**src/rtl/spectral_mask_stream.sv**
```systemverilog
// spectral_mask_stream
//   Streams one FFT frame of complex bins out of the spectrum RAM and applies a
//   per-bin gain code from a conjugate-mirrored mask table. The result goes out
//   on a valid/ready stream with last.
// Ports
//   clk, rst            clock, synchronous active-high reset
//   start, bypass       frame start pulse (IDLE only); bypass is latched at start
//   busy                high from accepted start until the last bin handshakes
//   ram_rd, ram_addr    RAM read strobe and bin address
//   ram_data            RAM read data, RAM_LAT cycles after ram_rd
//   cfg_we/addr/code    mask table write (idle only, addr <= N/2)
//   cfg_ack             write-accepted pulse
//   m_data/valid/ready  output stream; m_last marks bin N-1
//   frame_done          pulse the cycle after the last handshake
module spectral_mask_stream #(
   parameter int FFT_LOG2 = 10,
   parameter int DW       = 16,
   parameter int RAM_LAT  = 1
) (
   input  logic                clk,
   input  logic                rst,
   input  logic                start,
   input  logic                bypass,
   output logic                busy,
   output logic                ram_rd,
   output logic [FFT_LOG2-1:0] ram_addr,
   input  logic [2*DW-1:0]     ram_data,
   input  logic                cfg_we,
   input  logic [FFT_LOG2-1:0] cfg_addr,
   input  logic [1:0]          cfg_code,
   output logic                cfg_ack,
   output logic [2*DW-1:0]     m_data,
   output logic                m_valid,
   input  logic                m_ready,
   output logic                m_last,
   output logic                frame_done
);

   localparam int N     = 1 << FFT_LOG2;
   localparam int HALF  = N / 2;
   localparam int DEPTH = RAM_LAT + 2;
   localparam int PW    = (DEPTH > 1) ? $clog2(DEPTH) : 1;
   localparam int CW    = $clog2(DEPTH + 1);
   localparam int SW    = 8;

   localparam logic [FFT_LOG2:0]   N_V    = (FFT_LOG2+1)'(N);
   localparam logic [FFT_LOG2:0]   HALF_V = (FFT_LOG2+1)'(HALF);
   localparam logic [FFT_LOG2-1:0] LAST_V = FFT_LOG2'(N - 1);

   typedef enum logic [1:0] {S_IDLE, S_RUN, S_DRAIN} state_t;

   state_t                r_state, w_next;
   logic [FFT_LOG2-1:0]   r_cnt;
   logic                  r_bypass;
   logic [1:0]            r_tbl [0:HALF];
   logic                  r_rd;
   logic [FFT_LOG2-1:0]   r_raddr;
   logic [RAM_LAT-1:0]    r_vld;
   logic [FFT_LOG2-1:0]   r_vidx [RAM_LAT];
   logic [2*DW-1:0]       r_fdata [DEPTH];
   logic                  r_flast [DEPTH];
   logic [PW-1:0]         r_wptr, r_rptr;
   logic [CW-1:0]         r_count;
   logic                  r_ack, r_done;

   logic                  w_issue, w_wr, w_pop, w_valid;
   logic [SW-1:0]         w_infl, w_occ;
   logic [FFT_LOG2-1:0]   w_widx, w_j;
   logic [FFT_LOG2:0]     w_k_ext, w_j_ext;
   logic [1:0]            w_code;
   logic signed [DW-1:0]  w_re, w_im;
   logic [2*DW-1:0]       w_masked;
   logic                  w_cfg_ok;

   // Credit check counts everything issued but not yet popped: the read
   // register, the RAM pipeline and the FIFO. A pop in the same cycle frees a
   // slot, which keeps the stream gap-free when m_ready stays high.
   always_comb begin
      w_infl = SW'(r_rd);
      for (int unsigned i = 0; i < RAM_LAT; i++) begin
         w_infl = w_infl + SW'(r_vld[i]);
      end
   end

   assign w_valid = (r_count != '0);
   assign w_pop   = w_valid & m_ready;
   assign w_occ   = SW'(r_count) + w_infl - SW'(w_pop);
   assign w_issue = (r_state == S_RUN) && (w_occ < SW'(DEPTH));

   // FSM
   always_ff @(posedge clk) begin
      if (rst) r_state <= S_IDLE;
      else     r_state <= w_next;
   end

   always_comb begin
      w_next = r_state;
      case (r_state)
         S_IDLE:  if (start) w_next = S_RUN;
         S_RUN:   if (w_issue && (r_cnt == LAST_V)) w_next = S_DRAIN;
         S_DRAIN: if (w_pop && r_flast[r_rptr]) w_next = S_IDLE;
         default: w_next = S_IDLE;
      endcase
   end

   // Issue counter, bypass latch and registered RAM read port.
   always_ff @(posedge clk) begin
      if (rst) begin
         r_cnt    <= '0;
         r_bypass <= 1'b0;
         r_rd     <= 1'b0;
         r_raddr  <= '0;
      end else begin
         r_rd <= w_issue;
         if (w_issue) r_raddr <= r_cnt;
         if (r_state == S_IDLE) begin
            r_cnt <= '0;
            if (start) r_bypass <= bypass;
         end else if (w_issue) begin
            r_cnt <= r_cnt + 1'b1;
         end
      end
   end

   // Read-data valid/index pipeline aligned with the RAM latency.
   always_ff @(posedge clk) begin
      if (rst) begin
         r_vld <= '0;
      end else begin
         r_vld[0] <= r_rd;
         for (int unsigned i = 1; i < RAM_LAT; i++) r_vld[i] <= r_vld[i-1];
      end
   end

   always_ff @(posedge clk) begin
      r_vidx[0] <= r_raddr;
      for (int unsigned i = 1; i < RAM_LAT; i++) r_vidx[i] <= r_vidx[i-1];
   end

   assign w_wr   = r_vld[RAM_LAT-1];
   assign w_widx = r_vidx[RAM_LAT-1];

   // Mirror bins above Nyquist onto their conjugate partner's table entry.
   assign w_k_ext = {1'b0, w_widx};
   assign w_j_ext = (w_k_ext <= HALF_V) ? w_k_ext : (N_V - w_k_ext);
   assign w_j     = w_j_ext[FFT_LOG2-1:0];
   assign w_code  = r_bypass ? 2'b00 : r_tbl[w_j];
   assign w_re    = ram_data[2*DW-1:DW];
   assign w_im    = ram_data[DW-1:0];

   always_comb begin
      w_masked = ram_data;
      case (w_code)
         2'b01:   w_masked = {w_re >>> 1, w_im >>> 1};
         2'b10:   w_masked = {w_re >>> 2, w_im >>> 2};
         2'b11:   w_masked = '0;
         default: w_masked = ram_data;
      endcase
   end

   // Output FIFO; the write into it is the mask register stage.
   always_ff @(posedge clk) begin
      if (w_wr) begin
         r_fdata[r_wptr] <= w_masked;
         r_flast[r_wptr] <= (w_widx == LAST_V);
      end
   end

   always_ff @(posedge clk) begin
      if (rst) begin
         r_wptr  <= '0;
         r_rptr  <= '0;
         r_count <= '0;
      end else begin
         if (w_wr)  r_wptr <= (r_wptr == PW'(DEPTH-1)) ? '0 : r_wptr + 1'b1;
         if (w_pop) r_rptr <= (r_rptr == PW'(DEPTH-1)) ? '0 : r_rptr + 1'b1;
         r_count <= r_count + CW'(w_wr) - CW'(w_pop);
      end
   end

   // Mask table and config handshake.
   assign w_cfg_ok = cfg_we && (r_state == S_IDLE) && ({1'b0, cfg_addr} <= HALF_V);

   always_ff @(posedge clk) begin
      if (rst) begin
         for (int unsigned i = 0; i < HALF + 1; i++) r_tbl[i] <= 2'b00;
         r_ack  <= 1'b0;
         r_done <= 1'b0;
      end else begin
         if (w_cfg_ok) r_tbl[cfg_addr] <= cfg_code;
         r_ack  <= w_cfg_ok;
         r_done <= w_pop && r_flast[r_rptr];
      end
   end

   assign busy       = (r_state != S_IDLE);
   assign ram_rd     = r_rd;
   assign ram_addr   = r_raddr;
   assign cfg_ack    = r_ack;
   assign frame_done = r_done;
   assign m_valid    = w_valid;
   assign m_data     = w_valid ? r_fdata[r_rptr] : '0;
   assign m_last     = w_valid & r_flast[r_rptr];

endmodule
```
**config.mk**
```make
export PLATFORM = sky130hd
export DESIGN_NAME = spectral_mask_stream
export DESIGN_NICKNAME = d
export VERILOG_FILES = /design/src/rtl/spectral_mask_stream.sv
export SDC_FILE = /design/constraint.sdc
export NUM_CORES = 2
export LEC_CHECK = 0
export ABC_CLOCK_PERIOD_IN_PS = 4900
export CAP_MARGIN = 20
export CELL_PAD_IN_SITES_DETAIL_PLACEMENT = 1
export CELL_PAD_IN_SITES_GLOBAL_PLACEMENT = 2
export CORE_MARGIN = 4
export CORE_UTILIZATION = 25
export DETAILED_ROUTE_END_ITERATION = 10
export PLACE_DENSITY_LB_ADDON = 0.1
export SYNTH_ARGS = -nofsm -noshare
export SYNTH_HDL_FRONTEND = slang
export SYNTH_SLANG_ARGS = --single-unit
```
**constraint.sdc**
```tcl
create_clock -name clk -period 4.9 [get_ports clk]
set_input_delay 0.98 -clock clk [delete_from_list [all_inputs] [get_ports clk]]
set_output_delay 0.98 -clock clk [all_outputs]
set_load 0.02 [all_outputs]
```
-- Word-level counts from Yosys, hierarchy flattened
Memories as Yosys holds them, arrays and structs flattened. A register that Yosys moved wholly into a read port is not among the register bits.
Index checks and enable logic that the tools add are counted.
- input port bits: 50
- bits in writable memories: 1135
- register bits: 33
- logic and storage cells: 77
- output and inout port bits: 48
- memories: 4
- memory list (memory ; words ; bits a word ; read ports ; clocked after Yosys merged registers in ; wr ports ; RTL line ; RTL):
    r_tbl ; 513 ; 2 ; 1 ; 0 ; 513 ; 55 ; logic [1:0] r_tbl [0:HALF];
    r_fdata ; 3 ; 32 ; 1 ; 1 ; 1 ; 60 ; logic [2*DW-1:0] r_fdata [DEPTH];
    r_vidx ; 1 ; 10 ; 1 ; 0 ; 1 ; 59 ; logic [FFT_LOG2-1:0] r_vidx [RAM_LAT];
    r_flast ; 3 ; 1 ; 1 ; 1 ; 1 ; 61 ; logic r_flast [DEPTH];
- magnitude comparators: 3
- multiplexer cells: 24
- eq/ne operators: 12
- bitwise logic cells: 2
- reduce and logical (&&, ||, !) cells: 12
- add/sub/neg operators: 9
- operators by type and width (cell ; number):
    one-hot mux 32 bit (3 select lines) ; 1
    two-way mux 32 bit ; 1
    two-way mux 2 bit ; 11
    == test 10 bit (second input constant) ; 2
    less-or-equal comparator 10 bit (second input constant) ; 2
    two-way mux 10 bit ; 2
    adder 10 x 1 -> 10 bit (second input constant) ; 1
    == test 2 bit (second input constant) ; 5
    subtractor 1 x 10 -> 10 bit (first input constant) ; 1
    less-than comparator 8 x 2 -> 1 bit (second input constant) ; 1
    two-way mux 1 bit ; 8
    one-hot mux 2 bit (3 select lines) ; 1
    logical AND 1 bit ; 5
    adder 2 x 1 -> 2 bit (second input constant) ; 2
    == test 2 x 1 -> 1 bit (second input constant) ; 2
    inequality test 2 bit (second input constant) ; 2
    nonzero test 2 bit ; 2
    OR reduction 2 bit ; 2
    subtractor 3 x 1 -> 4 bit ; 1
    adder 2 x 2 -> 3 bit ; 1
    AND reduction 3 bit ; 1
    adder 1 x 1 -> 2 bit ; 1
    adder 2 x 1 -> 2 bit ; 1
    bitwise AND 1 bit ; 2
    4 further kinds ; 4

-- Longest topological paths before layout
- depth after elaboration: 8
- mapped depth: 26
- depth with buffers taken out: 14

-- Worst setup path before layout
OpenSTA, ideal clock, no wires.
- kind: flip-flop to flip-flop
- start point: memory r_vidx[0][1]
- end point: memory r_fdata[0][15] in the netlist's numbering, data pin
- slack: -174 ps
- cell stages (with the launch flop): 24
- required time: 4732 ps
- path buffers: 9
- setup time: 168 ps
- arrival: 4906 ps
- clock period less this slack: 5074 ps
- cell sequence: dfxtp_1 -> buf_2 -> inv_1 -> clkbuf_1 -> clkbuf_1 -> ha_1 -> or3b_1 -> buf_2 -> o31a_1 -> buf_6 -> o21ai_4 -> buf_6 -> buf_2 -> mux2i_1 -> a32oi_1 -> o22ai_1 -> nor4_1 -> or4_1 -> a311o_2 -> a21oi_2 -> buf_6 -> buf_6 -> nor2_1 -> a21oi_1
- longest elaborated chain between the ends: 7
- elaborated cells on any way between the ends: 10
- those cells by class: 1 x add/sub; 1 x order compare; 3 x eq/ne; 3 x mux; 2 x memory
- RTL lines (element ; RTL line ; RTL):
    start, declared ; 59 ;
    memory read (1 x 10 bit) (*) ; n/a ;
    subtractor 1 x 10 -> 10 bit / less-or-equal comparator 10 bit (equally long branches) ; 145 ; assign w_j_ext = (w_k_ext <= HALF_V) ? w_k_ext : (N_V - w_k_ext);
    two-way mux 10 bit (*) ; 145 ;
    memory read (513 x 2 bit) (*) ; n/a ;
    two-way mux 2 bit (*) ; 147 ; assign w_code = r_bypass ? 2'b00 : r_tbl[w_j];
    == test 2 bit / == test 2 x 1 -> 1 bit (equally long branches) ; 153 ; case (w_code)
    one-hot mux 32 bit (3 select lines) (*) ; 153 ;
    net w_masked[15] ; 72 ; logic [2*DW-1:0] w_masked;
    end, declared ; 60 ;
Mark *: on every way through the listed nets, which the timed path passes. The rest lies on a longest branch.

-- Worst setup path after layout
- start point: memory r_vidx[0][0]
- end point: memory r_fdata[2][21] in the netlist's numbering, data pin
The elaborated chain is that of the path after synthesis.

==> summary.md <==
| Metric | Value |
|---|---|
| Critical path's largest stage delay | 510 ps |
| Core box area | 261000 um2 |
| Port-buffer cells | 97 |
| Cells after Synth | 5883 |
| Worst-path cell chain | inv_4 > ha_4 > or3b_4 > buf_6 > o31a_1 > a21oi_4 > buf_12 > buf_16 > buf_12 > nand2_2 > a32oi_4 > o22ai_2 > nor3_4 > buf_6 > o41ai_4 > nor4_4 > buf_4 > a211oi_4 > buf_12 > clkbuf_16 > o2111ai_2 > nand3_2 |
| Path depth of the worst reg2reg path | 22 |
| Lkg Pwr | 0.0305 uW |
| YS warnings | 0 |
| Worst hold start | ram_addr[6]$_SDFFE_PP0P_ |
| Width of the chip | 521 um |
| CTS max path bufs | 3 |
| IO Pins | 98 |
| Maximum vdd ir drop | 0.395 mV |
| Final worst path period need | 5240 ps |
| Rows | 187 |
| Hpwl dp | 244 mm |
| Final hold violations | 0 |
| Min Hold Slack | 375 ps |
| Crit Path Class | reg -> reg |
| Worst R2R Start | r_vidx[0][0]$_DFF_P_ |
| Worst-path fanout max | 12 |
| Most frequent cells in the layout | 1331 x edfxtp_1, 1240 x nor2_1, 742 x buf_4 |
| H-tree levels | 4 |
| Post-layout util | 0.329 |
| Placed instance area | 77200 um2 |
| Asr flop ratio synth | 0 |
| Hold EP | r_vidx[0][6]$_DFF_P_ |
| Post-synthesis sequential area ratio | 0.622 |
| Clock transition at path regs | 60 ps |
| Clock Sinks | 1376 |
| Power per cell area | 337 nW/um2 |
| Max-slew violation count | 0 |
| Routed WL | 349 mm |
| Synth Register Bits | 1376 |
| Area delta synth->final | 30.6% |
| TritonCTS clock tree | built |
| Average cell area after synthesis | 11.2 um2 |
| Setup crit end kind | flop |
| Post-route cell area | 85800 um2 |
| Final setup viols | 96 |
| 1st-iter DRT viols | 5875 |
| Status | finished, violations left |
| Worst R2R End | r_fdata[2][21]$_DFFE_PP_ |
| Most common cell after layout, fill and taps aside | edfxtp_1 |
| Slew headroom | 0.257 |
| Gr usage total | 0.249 |
| Worst Hold Class | reg -> reg |
| Post-synth EDFFs | 1331 |
| Max Freq | 191 MHz |
| Actual slew at the worst max-slew pin | 1110 ps |
| Root buf cell | clkbuf_16 |
| Vias per cell | 5.24 |
| CP top delay family | simple AND/OR/NAND/NOR gates |
| GRT overflow | 0 |
| Latest clock arrival within the worst-skew pair | 820 ps |
| Via count | 54400 |
| Routed Antenna Nets | 0 |
| Die area | 271000 um2 |
| Hold-fix buffers, CTS | 0 |
| Drt wl/cell | 33.7 um |
| Crit path from | r_vidx[0][0]$_DFF_P_ |
| Cell mode on critical path | buf_12 |
| Post-synthesis cell area | 65700 um2 |
| CP required | 5450 ps |
| Final net count | 6794 |
| Cell with the largest stage delay on the worst path | nor4_4 |
| DRC errors left | 0 |
| RSZ-0062 raised after global routing | yes |
| Skew final | 43.9 ps |
| Post-synth cell types | 96 |
| Largest net degree at the start of global routing | 149 |
| Initial antenna violation count | 28 |
| Final WS setup | -336 ps |
| Reg2Reg Setup Slack | -340 ps |
| Number of global-route vias before repair | 54800 |
| Worst setup SP type | flop |
| Worst hold path depth | 0 |
| Buf/Inv on CP | 9 |
| DRT Pass-1 Iters | 5 |
| Num CTS Buffers | 175 |
| First-pass GRT wire length | 471 mm |
| Worst EP arrival | 5790 ps |
| GPL Wtd Cong | 0.864 |
| Share of cells above drive strength 1 | 0.219 |
| Synth Flop Type | edfxtp_1 |
| Initial Util | 0.252 |
| Die span in y | 521 um |
| Failing checks | setup timing |
| Max cap viols | 0 |
| Fin crit share | 1.07 |
==> synthesized netlist by cell type (15+ instances only) <==
cell type | n | area [um2]
buf_6 | 29 | 327
a211oi_1 | 18 | 135
buf_4 | 19 | 143
a31oi_1 | 48 | 300
a22oi_1 | 29 | 218
mux4_2 | 16 | 360
inv_1 | 20 | 75.1
o22ai_1 | 76 | 475
o221ai_1 | 15 | 131
o221ai_2 | 24 | 360
o21bai_1 | 123 | 923
and3_1 | 18 | 113
nor2_1 | 1267 | 4760
nand2_1 | 733 | 2750
a21oi_1 | 122 | 611
nor3_1 | 69 | 345
nand3_1 | 173 | 866
nor2b_1 | 16 | 100
o211ai_1 | 24 | 180
buf_2 | 63 | 315
o21ai_0 | 49 | 245
o2111ai_1 | 69 | 604
nor4_1 | 38 | 238
a32oi_1 | 66 | 578
a221oi_1 | 20 | 175
edfxtp_1 | 1331 | 40000
mux2i_1 | 235 | 2350
dfxtp_1 | 45 | 901
a311oi_1 | 15 | 131
nand4_1 | 35 | 219
a21o_1 | 385 | 2890
clkbuf_1 | 425 | 1600
==> report_power, final <==
part | total, uW | internal, uW | switching (uW)
Combinational | 2660 | 997 | 1660
Sequential | 13700 | 13400 | 249
Clock | 12600 | 7200 | 5390
==> flip-flops by register name (all words and copies together), names as in the netlist, named ones only <==
register	cells
cfg_ack	1
frame_done	1
r_bypass	1
r_cnt	10
r_count	2
r_fdata	96
r_flast	3
r_rptr	2
r_state	2
r_tbl	1232
r_vidx	10
r_vld	1
r_wptr	2
ram_addr	10
ram_rd	1
==> final cells by class <==
cell class              instances  area (um2)
diodes                          6        15.0
clock inverters                79         668
well taps                    3496        4370
multi-input cells            4138       25000
repair buffers               1023       10000
inverters                      21        81.3
flip-flops and latches       1376       40900
fillers                     28600      175000
clock buffers                 235        4750
==> metrics by stage <==
step | setup slack, ps | TNS, ps | cells | total power (uW)
2_1_floorplan | 9.80 | 0 | 6088 | 15200
3_3_place_gp | -1620 | -152900 | 9948 | 16400
3_5_place_dp | -1640 | -152000 | 9949 | 16400
4_1_cts | -222 | -17280 | 10300 | 29200
5_1_grt | -354 | -30240 | 10400 | 29900
6_report | -336 | -27800 | 10400 | 28900
==> cell families after synthesis <==
group / after synthesis / share of synthesized area
AO/OA/AOI/OAI: 1210 / 0.140
XOR/XNOR: 21 / 0.00280
adder cells (fa/ha/maj): 9 / 0.00194
buffers and inverters: 574 / 0.0391
flip-flops: 1376 / 0.622
multiplexers: 255 / 0.0420
other: 1 / 0.0000571
AND/OR/NAND/NOR: 2437 / 0.152
==> layer usage <==
metal	vias to the layer above	track usage	part of all wire
met1	29000	0.341	0.44
met4	0	0.0628	0.029
li1	23100	-	-
met3	406	0.0363	0.059
met2	1958	0.413	0.47
met5	-	0	0
==> worst max path at each step <==
| stage | endpoint | depth (start not counted) |
|---|---|---|
| 2_1_floorplan | r_fdata[0][28]$_DFFE_PP_ | 23 |
| 3_3_place_gp | r_fdata[0][0]$_DFFE_PP_ | 21 |
| 3_5_place_dp | r_fdata[2][21]$_DFFE_PP_ | 21 |
| 4_1_cts | r_fdata[2][29]$_DFFE_PP_ | 23 |
| 5_1_grt | r_fdata[2][21]$_DFFE_PP_ | 23 |
| 6_report | r_fdata[2][21]$_DFFE_PP_ | 22 |
==> timing repair <==
item                                    in CTS  in global routing
endpoints found under the setup margin      96                 96
pin swaps                                   62                 49
gates cloned                                 3                 11
resized for setup                          182                170
setup buffers                               33                 61
No activity file was read; power rests on OpenSTA's default activity.
